`config.mk`:
```
export PLATFORM = sky130hd
export DESIGN_NAME = fetch_ctrl
export DESIGN_NICKNAME = d
export VERILOG_FILES = /design/src/rtl/core_pkg.sv /design/src/rtl/fetch_ctrl_tgt_sel.sv /design/src/rtl/fetch_ctrl.sv
export SDC_FILE = /design/constraint.sdc
export NUM_CORES = 1
export LEC_CHECK = 0
export CORE_ASPECT_RATIO = 1.5
export CORE_MARGIN = 3
export CORE_UTILIZATION = 47
export DETAILED_ROUTE_END_ITERATION = 10
export HOLD_SLACK_MARGIN = 0.15
export PLACE_DENSITY = 0.86
export SYNTH_ARGS = -nofsm -noshare
export SYNTH_HDL_FRONTEND = slang
export SYNTH_SLANG_ARGS = --single-unit
export TNS_END_PERCENT = 20
```
`constraint.sdc`:
```
create_clock -name clk -period 2.3 [get_ports clk]
set_input_delay 0.46 -clock clk [delete_from_list [all_inputs] [get_ports clk]]
set_output_delay 0.46 -clock clk [all_outputs]
set_load 0.005 [all_outputs]
```
`src/rtl/core_pkg.sv`:
```
// Shared types and constants for the core front end.
package core_pkg;

    typedef enum logic [1:0] {
        RUN,
        MISS,
        DRAIN
    } fetch_state_t;

    localparam logic [31:0] RESET_VEC_DEF = 32'hBFC00000;
    localparam logic [31:0] TRAP_VEC_DEF  = 32'hBFC00180;
    localparam int          INSTR_BYTES   = 4;

endpackage

```
`src/rtl/fetch_ctrl_tgt_sel.sv`:
```
// Redirect target select and alignment for fetch_ctrl.
// FETCH_MISALIGN_EN: misaligned targets trap to TRAP_VEC instead of being truncated.
module fetch_tgt_sel
    import core_pkg::*;
#(
    parameter int              XLEN     = 32,
    parameter logic [XLEN-1:0] TRAP_VEC = XLEN'(TRAP_VEC_DEF)
) (
    input  logic [XLEN-1:0] target_raw_i,
    output logic [XLEN-1:0] target_o,
    output logic            misalign_o
);

`ifdef FETCH_MISALIGN_EN
    localparam bit MISALIGN_EN = 1'b1;
`else
    localparam bit MISALIGN_EN = 1'b0;
`endif

    // Disabled build: low bits are dropped, so the target is always word aligned.
    always_comb begin
        misalign_o = MISALIGN_EN && (target_raw_i[1:0] != 2'b00);
        target_o   = misalign_o ? TRAP_VEC : {target_raw_i[XLEN-1:2], 2'b00};
    end

endmodule

```
`src/rtl/fetch_ctrl.sv`:
```
// Program counter sequencer: redirect > stall > imem miss > PC+4.
// Optional FETCH_MISALIGN_EN: misaligned redirects go to TRAP_VEC and pulse misalign_o.
module fetch_ctrl
    import core_pkg::*;
#(
    parameter int              XLEN      = 32,
    parameter logic [XLEN-1:0] RESET_VEC = XLEN'(RESET_VEC_DEF),
    parameter logic [XLEN-1:0] TRAP_VEC  = XLEN'(TRAP_VEC_DEF)
) (
    input  logic            clk,
    input  logic            rst,
    input  logic            redirect_i,
    input  logic [XLEN-1:0] redirect_target_i,
    input  logic            stall_i,
    output logic            imem_req_o,
    output logic [XLEN-1:0] imem_addr_o,
    input  logic            imem_ready_i,
    output logic            if_valid_o,
    output logic [XLEN-1:0] if_pc_o,
    output logic [XLEN-1:0] if_pc4_o,
    output logic            flush_o,
    output logic            misalign_o
);

    fetch_state_t    state_q, state_d;
    logic [XLEN-1:0] pc_q, pc_d;
    logic [XLEN-1:0] tgt_q, tgt_d;
    logic [XLEN-1:0] target;
    logic            target_mis;
    logic [XLEN-1:0] pc_plus4;

    fetch_tgt_sel #(
        .XLEN     (XLEN),
        .TRAP_VEC (TRAP_VEC)
    ) u_tgt_sel (
        .target_raw_i (redirect_target_i),
        .target_o     (target),
        .misalign_o   (target_mis)
    );

    assign pc_plus4    = pc_q + XLEN'(INSTR_BYTES);
    assign imem_addr_o = pc_q;
    assign if_pc_o     = pc_q;
    assign if_pc4_o    = pc_plus4;

    // NOTE: every output and _d signal gets a default first so no path infers a latch.
    always_comb begin
        state_d    = state_q;
        pc_d       = pc_q;
        tgt_d      = tgt_q;
        imem_req_o = !rst;
        if_valid_o = 1'b0;
        flush_o    = 1'b0;
        misalign_o = 1'b0;

        if (!rst) begin
            misalign_o = redirect_i && target_mis;
            unique case (state_q)
                RUN: begin
                    if (redirect_i) begin
                        flush_o = 1'b1;
                        if (imem_ready_i || stall_i) begin
                            pc_d = target;
                        end else begin
                            tgt_d   = target;
                            state_d = DRAIN;
                        end
                    end else if (!stall_i) begin
                        if (!imem_ready_i) begin
                            state_d = MISS;
                        end else begin
                            if_valid_o = 1'b1;
                            pc_d       = pc_plus4;
                        end
                    end
                end
                MISS: begin
                    if (redirect_i) begin
                        flush_o = 1'b1;
                        tgt_d   = target;
                        if (imem_ready_i) begin
                            pc_d    = target;
                            state_d = RUN;
                        end else begin
                            state_d = DRAIN;
                        end
                    end else if (imem_ready_i) begin
                        state_d = RUN;
                        if (!stall_i) begin
                            if_valid_o = 1'b1;
                            pc_d       = pc_plus4;
                        end
                    end
                end
                DRAIN: begin
                    // The stale miss must complete; its data is dropped on arrival.
                    if (redirect_i) begin
                        flush_o = 1'b1;
                        tgt_d   = target;
                    end
                    if (imem_ready_i) begin
                        pc_d    = redirect_i ? target : tgt_q;
                        state_d = RUN;
                    end
                end
                default: state_d = RUN;
            endcase
        end
    end

    // NOTE: sequential state uses non-blocking assignments so all flops update together.
    always_ff @(posedge clk) begin
        if (rst) begin
            state_q <= RUN;
            pc_q    <= RESET_VEC;
            tgt_q   <= '0;
        end else begin
            state_q <= state_d;
            pc_q    <= pc_d;
            tgt_q   <= tgt_d;
        end
    end

endmodule

```
======== Word-level counts from Yosys, hierarchy flattened ========
Index checks and enable logic that the tools add are counted.
storage, ports and cells
  memories kept ........................... 0
  RAM bits ................................ 0
  bits of input ports ..................... 37
  memory bits (read-only) ................. 0
  register bits after elaboration ......... 66
  bits in latches ......................... 0
operators by class
  div/mod/pow operators ................... 0
  $lt $le $gt $ge ......................... 0
  mux-type cells .......................... 33
  multiply operators ...................... 0
  shift operators ......................... 0
  eq/ne operators ......................... 12
  reductions and logical operators ........ 10
  bitwise gates (word level) .............. 0
  add/sub/neg operators ................... 1
operators with widths
  operator               number
  $mux 32                12
  $pmux 32 s3            1
  $pmux 32 s2            1
  $add 32x3->32 const B  1
  $ne 3x3->1 const B     6
  $mux 2                 7
  $mux 1                 10
  $ne 2x2->1 const B     4
  $reduce_and 7->1       1
  $pmux 2 s3             1
  $reduce_and 3->1       2
  $reduce_bool 3->1      1
  $reduce_or 3->1        1
  $eq 2x1->1 const B     1
  $eq 2x2->1 const B     1
  $logic_not 2->1        1
  $pmux 1 s2             1
  $reduce_bool 2->1      1
  $reduce_or 2->1        1
  $logic_not 1->1        1
  $logic_or 1x1->1       1

======== Logic depth before layout (Yosys ltp) ========
  depth in word-level cells ............... 5
  gate-level depth with buffers ........... 9

======== Cells and area by module ========
From an unflattened synthesis, not the netlist that was laid out.
unflattened totals
  cell total of the unflattened synthesis .. 623
  area total of the unflattened synthesis .. 4,524.3 um^2
by module, submodules not included
  module         times used  area each (um^2)  sequential area each (um^2)  cells an instance
  fetch_ctrl     1           4,272.8           1,321.3                      589
  fetch_tgt_sel  1           251.5             0.0                          34

======== Least setup slack after synthesis ========
Ideal clock, no wire load.
  kind .................................... register -> register
  start point ............................. register state_q[1]
  end point ............................... register pc_q[24], in the netlist if_pc_o[24]
  data required time ...................... 2.160 ns
  data arrival time ....................... 1.997 ns
  stages on the path, launching flop included .. 9
  buffers on the path ..................... 1
  slack ................................... 0.162 ns
  path through ............................ dfxtp_1 > inv_1 > ha_1 > o21ai_0 > o21bai_1 > nor2_1 > clkbuf_1 > mux2i_1 > o211ai_1
on the way
  word-level cells in the longest chain between the ends .. 3
  elaborated cells on any way between the ends .. 12
ends and longest elaborated chain
  element                                       RTL line           RTL
  from (decl)                                   fetch_ctrl.sv:25   fetch_state_t state_q, state_d;
  from (signal assigned)                        fetch_ctrl.sv:118  state_q <= state_d;
  $eq 2x1->1 (tied with other cells)            fetch_ctrl.sv:58   unique case (state_q)
  $ne 3x3->1 (no line) (tied with other cells)  --
  $reduce_and 7->1 (no line)                    --
  to (signal assigned)                          fetch_ctrl.sv:119  pc_q <= pc_d;
  to (decl)                                     fetch_ctrl.sv:26   logic [XLEN-1:0] pc_q, pc_d;
Several ways; a longest one is shown, not always the timed one.
A chain may end at the register's enable or synchronous reset.

======== Final worst setup path ========
  start point ............................. register pc_q[5], in the netlist if_pc_o[5]
  end point ............................... register pc_q[21], in the netlist if_pc_o[21]
on the way
  word-level cells in the longest chain between the ends .. 5
  elaborated cells on any way between the ends .. 8
ends and longest elaborated chain
  element                     RTL line                            RTL
  $add 32x3->32 *             fetch_ctrl.sv:41                    assign pc_plus4 = pc_q + XLEN'(INSTR_BYTES);
  $mux 32 (on tied branches)  fetch_ctrl.sv:89, fetch_ctrl.sv:69
  $mux 32 (on tied branches)  fetch_ctrl.sv:87, fetch_ctrl.sv:68
  $mux 32 (on tied branches)  fetch_ctrl.sv:78, fetch_ctrl.sv:60
  $pmux 32 s3 *               fetch_ctrl.sv:58
Mark *: on every way between the ends. The rest lies on a longest branch, timed or not. The select of a mux whose other input is x is not followed.

==> key figures <==
Pwr
  • Cell leakage power: 2.67 nW
  • Post-route total power: 0.00414 W
  • Cell area power density: 638 nW/µm²
  • Largest vdd supply drop: 0.513 mV

Floorplan
  • I/O pin count: 137
  • Die outline height: 122 µm
  • Placeable core area: 8520 µm²
  • Die outline area: 10100 µm²
  • Placement row count: 41
  • Overall die width: 83.0 µm
  • Initial cell density of the core: 0.491

GRT
  • Maximum number of pins on one net before global-route repair: 48
  • Initial antenna violation count: 0
  • Congestion Overflow GR: 0
  • Vias in the first global route: 5058
  • Tot GR Track Use: 0.295
  • Global-route wire length before repair: 24500 µm

Timing
  • Post-route fraction of the period consumed by the critical path: 1.08
  • Sum of negative setup slack: -1.31 ns
  • Worst setup margin: -0.189 ns
  • Setup repair after global routing missed its margin: true
  • Headroom to the max-slew limit: 0.655
  • FMAX: 402 MHz
  • Setup violations, final: 17
  • Min Tclk post-route: 2.49 ns
  • Final clock skew: 0.00536 ns
  • Measured slew at the worst slew-check pin: 0.517 ns
  • Final slew viol count: 0
  • Hold violation count in the final report: 0

Yosys
  • Mapped Avg Cell Area: 7.46 µm²
  • Fraction of registers with async set/reset: 0
  • Flip-flop and latch count after synthesis: 66
  • Number of instances in the synthesized netlist: 561
  • Most used standard cells in the synthesized netlist: 99 x sky130_fd_sc_hd__nand2_1, 73 x sky130_fd_sc_hd__a21oi_1, 66 x sky130_fd_sc_hd__dfxtp_1, 39 x sky130_fd_sc_hd__buf_4, 30 x sky130_fd_sc_hd__clkbuf_1
  • Top FF cell, synth: sky130_fd_sc_hd__dfxtp_1
  • Sequential cell area fraction in the yosys report: 0.316
  • Area share of the largest cell type after synthesis: 0.316
  • Number of distinct library cells after synthesis: 53
  • Number of synthesized flops with an enable pin: 0
  • Post-synth net total: 604
  • Biggest area contributors in the synthesized netlist: sky130_fd_sc_hd__dfxtp_1 32%, sky130_fd_sc_hd__nand2_1 8.9%, sky130_fd_sc_hd__a21oi_1 8.7%
  • Synthesized area: 4180 µm²
  • Most frequently used cell type in the post-synthesis netlist: sky130_fd_sc_hd__nand2_1
  • Cell type with the highest aggregate area in the netlist: sky130_fd_sc_hd__dfxtp_1
  • Number of warnings issued by yosys: 0

Drt
  • Met3 WL: 1280 µm
  • Total number of vias: 5141
  • Aggregate routed wire length: 15900 µm
  • Highest metal layer used by the detailed router: met4
  • Average routed wire per standard cell: 18.6 µm
  • DRC Markers: 0
  • M1 wire length: 5500 µm
  • First-pass detailed-route iteration total: 7
  • Count of nets left with antenna violations after detail routing: 0
  • Count of routing violations after the opening detailed-route iteration: 636
  • Detail-routed via count per cell: 6.03
  • Met2 wire len: 8120 µm

Critical path
  • Critical Path Sink Type: register
  • Startpoint type of the worst setup path: register
  • Arrival time of the worst setup path: 2.73 ns
  • Worst EP required: 2.54 ns
  • Kind of critical path: reg2reg
  • Top fanout value on the critical path: 6

Clock network
  • Register clock-pin slew on the reported worst setup and hold paths: 0.06 ns
  • Clock insertion delay at the later pin of the skew report: 0.33 ns
  • CTS tree: built
  • Total number of clock tree sinks: 66
  • TritonCTS Buffers: 9
  • Max H-tree Level: 3
  • Root buffer cell: sky130_fd_sc_hd__clkbuf_16
  • Clk buf depth: 2

Place
  • Placed cell areas: 5890 µm²
  • HPWL Detailed: 10400 µm
  • Port buffer count: 133
  • Global placer's final weighted congestion: 0.911

Run
  • # Max-Cap Violations: 0

Cells and area
  • Share of cells above drive strength 1: 0.256
  • Final-stage net count: 783
  • Layout Cell Area excl Fill: 6490 µm²
  • Relative area change from synthesis to final layout: 55.3%
  • Utilization after layout: 0.763

Outcome
  • Outcome: finished with violations
  • Violations in the final reports: setup timing

Min path
  • Hold WC Path Type: reg2reg
## flip-flops by register name, indices dropped and copies added, names as in the netlist
signal,count
state_q,2
tgt_q,32
if_pc_o,32
## critical path: stages, from the launching register on
cell and delay (ns):
sky130_fd_sc_hd__dfxtp_1 0.40, sky130_fd_sc_hd__and4_4 0.27, sky130_fd_sc_hd__and4_1 0.20, sky130_fd_sc_hd__buf_6 0.15
sky130_fd_sc_hd__nand4_1 0.18, sky130_fd_sc_hd__buf_4 0.21, sky130_fd_sc_hd__buf_6 0.10, sky130_fd_sc_hd__buf_6 0.10
sky130_fd_sc_hd__buf_6 0.10, sky130_fd_sc_hd__buf_6 0.10, sky130_fd_sc_hd__buf_6 0.10, sky130_fd_sc_hd__buf_6 0.10
sky130_fd_sc_hd__o31a_1 0.29, sky130_fd_sc_hd__o32ai_2 0.08
## worst paths after layout
kind | from | endpoint | slack [ns] | cells after the start
worst max-delay path | if_pc_o[5] | if_pc_o[21] | -0.19 | 13
worst min-delay path | tgt_q[11] | tgt_q[11] | 0.45 | 2
worst min register to register | tgt_q[11] | tgt_q[11] | 0.45 | 2
worst max register to register | if_pc_o[5] | if_pc_o[21] | -0.19 | 13
## power breakdown
| part | internal (W) | switching, W | leakage (nW) | total [W] |
|---|---|---|---|---|
| logic | 0.000753 | 0.000754 | 2.00 | 0.00151 |
| registers | 0.00127 | 0.0000890 | 0.543 | 0.00136 |
| clock network | 0.000757 | 0.000520 | 0.131 | 0.00128 |
## layer usage
metal,global-route usage,up-vias
met4,0.192,0
met5,0,-
met1,0.324,2354
met3,0.0379,104
met2,0.531,376
li1,-,2307
## area by class of cell
cell class / instances / area [µm²]
fillers: 542 / 2020
repair buffers: 248 / 2190
flip-flops and latches: 66 / 1330
diodes: 1 / 2.50
multi-input cells: 403 / 2520
inverters: 12 / 45.0
clock buffers: 10 / 239
well taps: 107 / 134
clock inverters: 6 / 41.3
## per-stage QoR
stage	hold slack (ns)	setup WS [ns]	cells
final	0.450	-0.189	853
after CTS	0.449	-0.153	846
after global routing	0.472	-0.247	852
after detailed placement	0.442	-0.201	813
after floorplan	0.431	0.162	561
after global placement	0.436	-0.133	813
## cell usage in the layout, fill, tap and decap left out, types with 7 or more instances in the layout
cell type and n:
sky130_fd_sc_hd__nand2_1 96, sky130_fd_sc_hd__dlygate4sd2_1 10, sky130_fd_sc_hd__and3_1 13, sky130_fd_sc_hd__inv_1 11, sky130_fd_sc_hd__o211ai_1 8, sky130_fd_sc_hd__nor2_1 16
sky130_fd_sc_hd__xnor2_1 15, sky130_fd_sc_hd__a21oi_1 73, sky130_fd_sc_hd__buf_2 13, sky130_fd_sc_hd__o21ai_0 27, sky130_fd_sc_hd__nand4_1 10, sky130_fd_sc_hd__buf_6 15
sky130_fd_sc_hd__clkbuf_16 9, sky130_fd_sc_hd__xnor2_2 7, sky130_fd_sc_hd__buf_4 99, sky130_fd_sc_hd__mux2i_1 8, sky130_fd_sc_hd__clkdlybuf4s50_1 105, sky130_fd_sc_hd__nand3_1 14
sky130_fd_sc_hd__dfxtp_1 60, sky130_fd_sc_hd__o31a_1 7
## repair_timing
| action | 4_1_cts | 5_1_grt |
|---|---|---|
| setup buffers | 17 | 9 |
| hold buffers | 0 | 0 |
| resized for setup | 85 | 44 |
| pin swaps | 17 | 15 |
| endpoints found under the setup margin | 28 | 50 |
## cell families after synthesis
| logic type | Yosys count | synth area share |
|---|---|---|
| other | 1 | 0.000897 |
| flip-flops | 66 | 0.316 |
| buffers and inverters | 92 | 0.121 |
| adder cells (fa/ha/maj) | 6 | 0.0179 |
| XOR/XNOR | 28 | 0.0586 |
| AO/OA/AOI/OAI | 153 | 0.224 |
| multiplexers | 9 | 0.0215 |
| AND/OR/NAND/NOR | 206 | 0.240 |
Note: power is estimated with default switching activity, not from simulation.
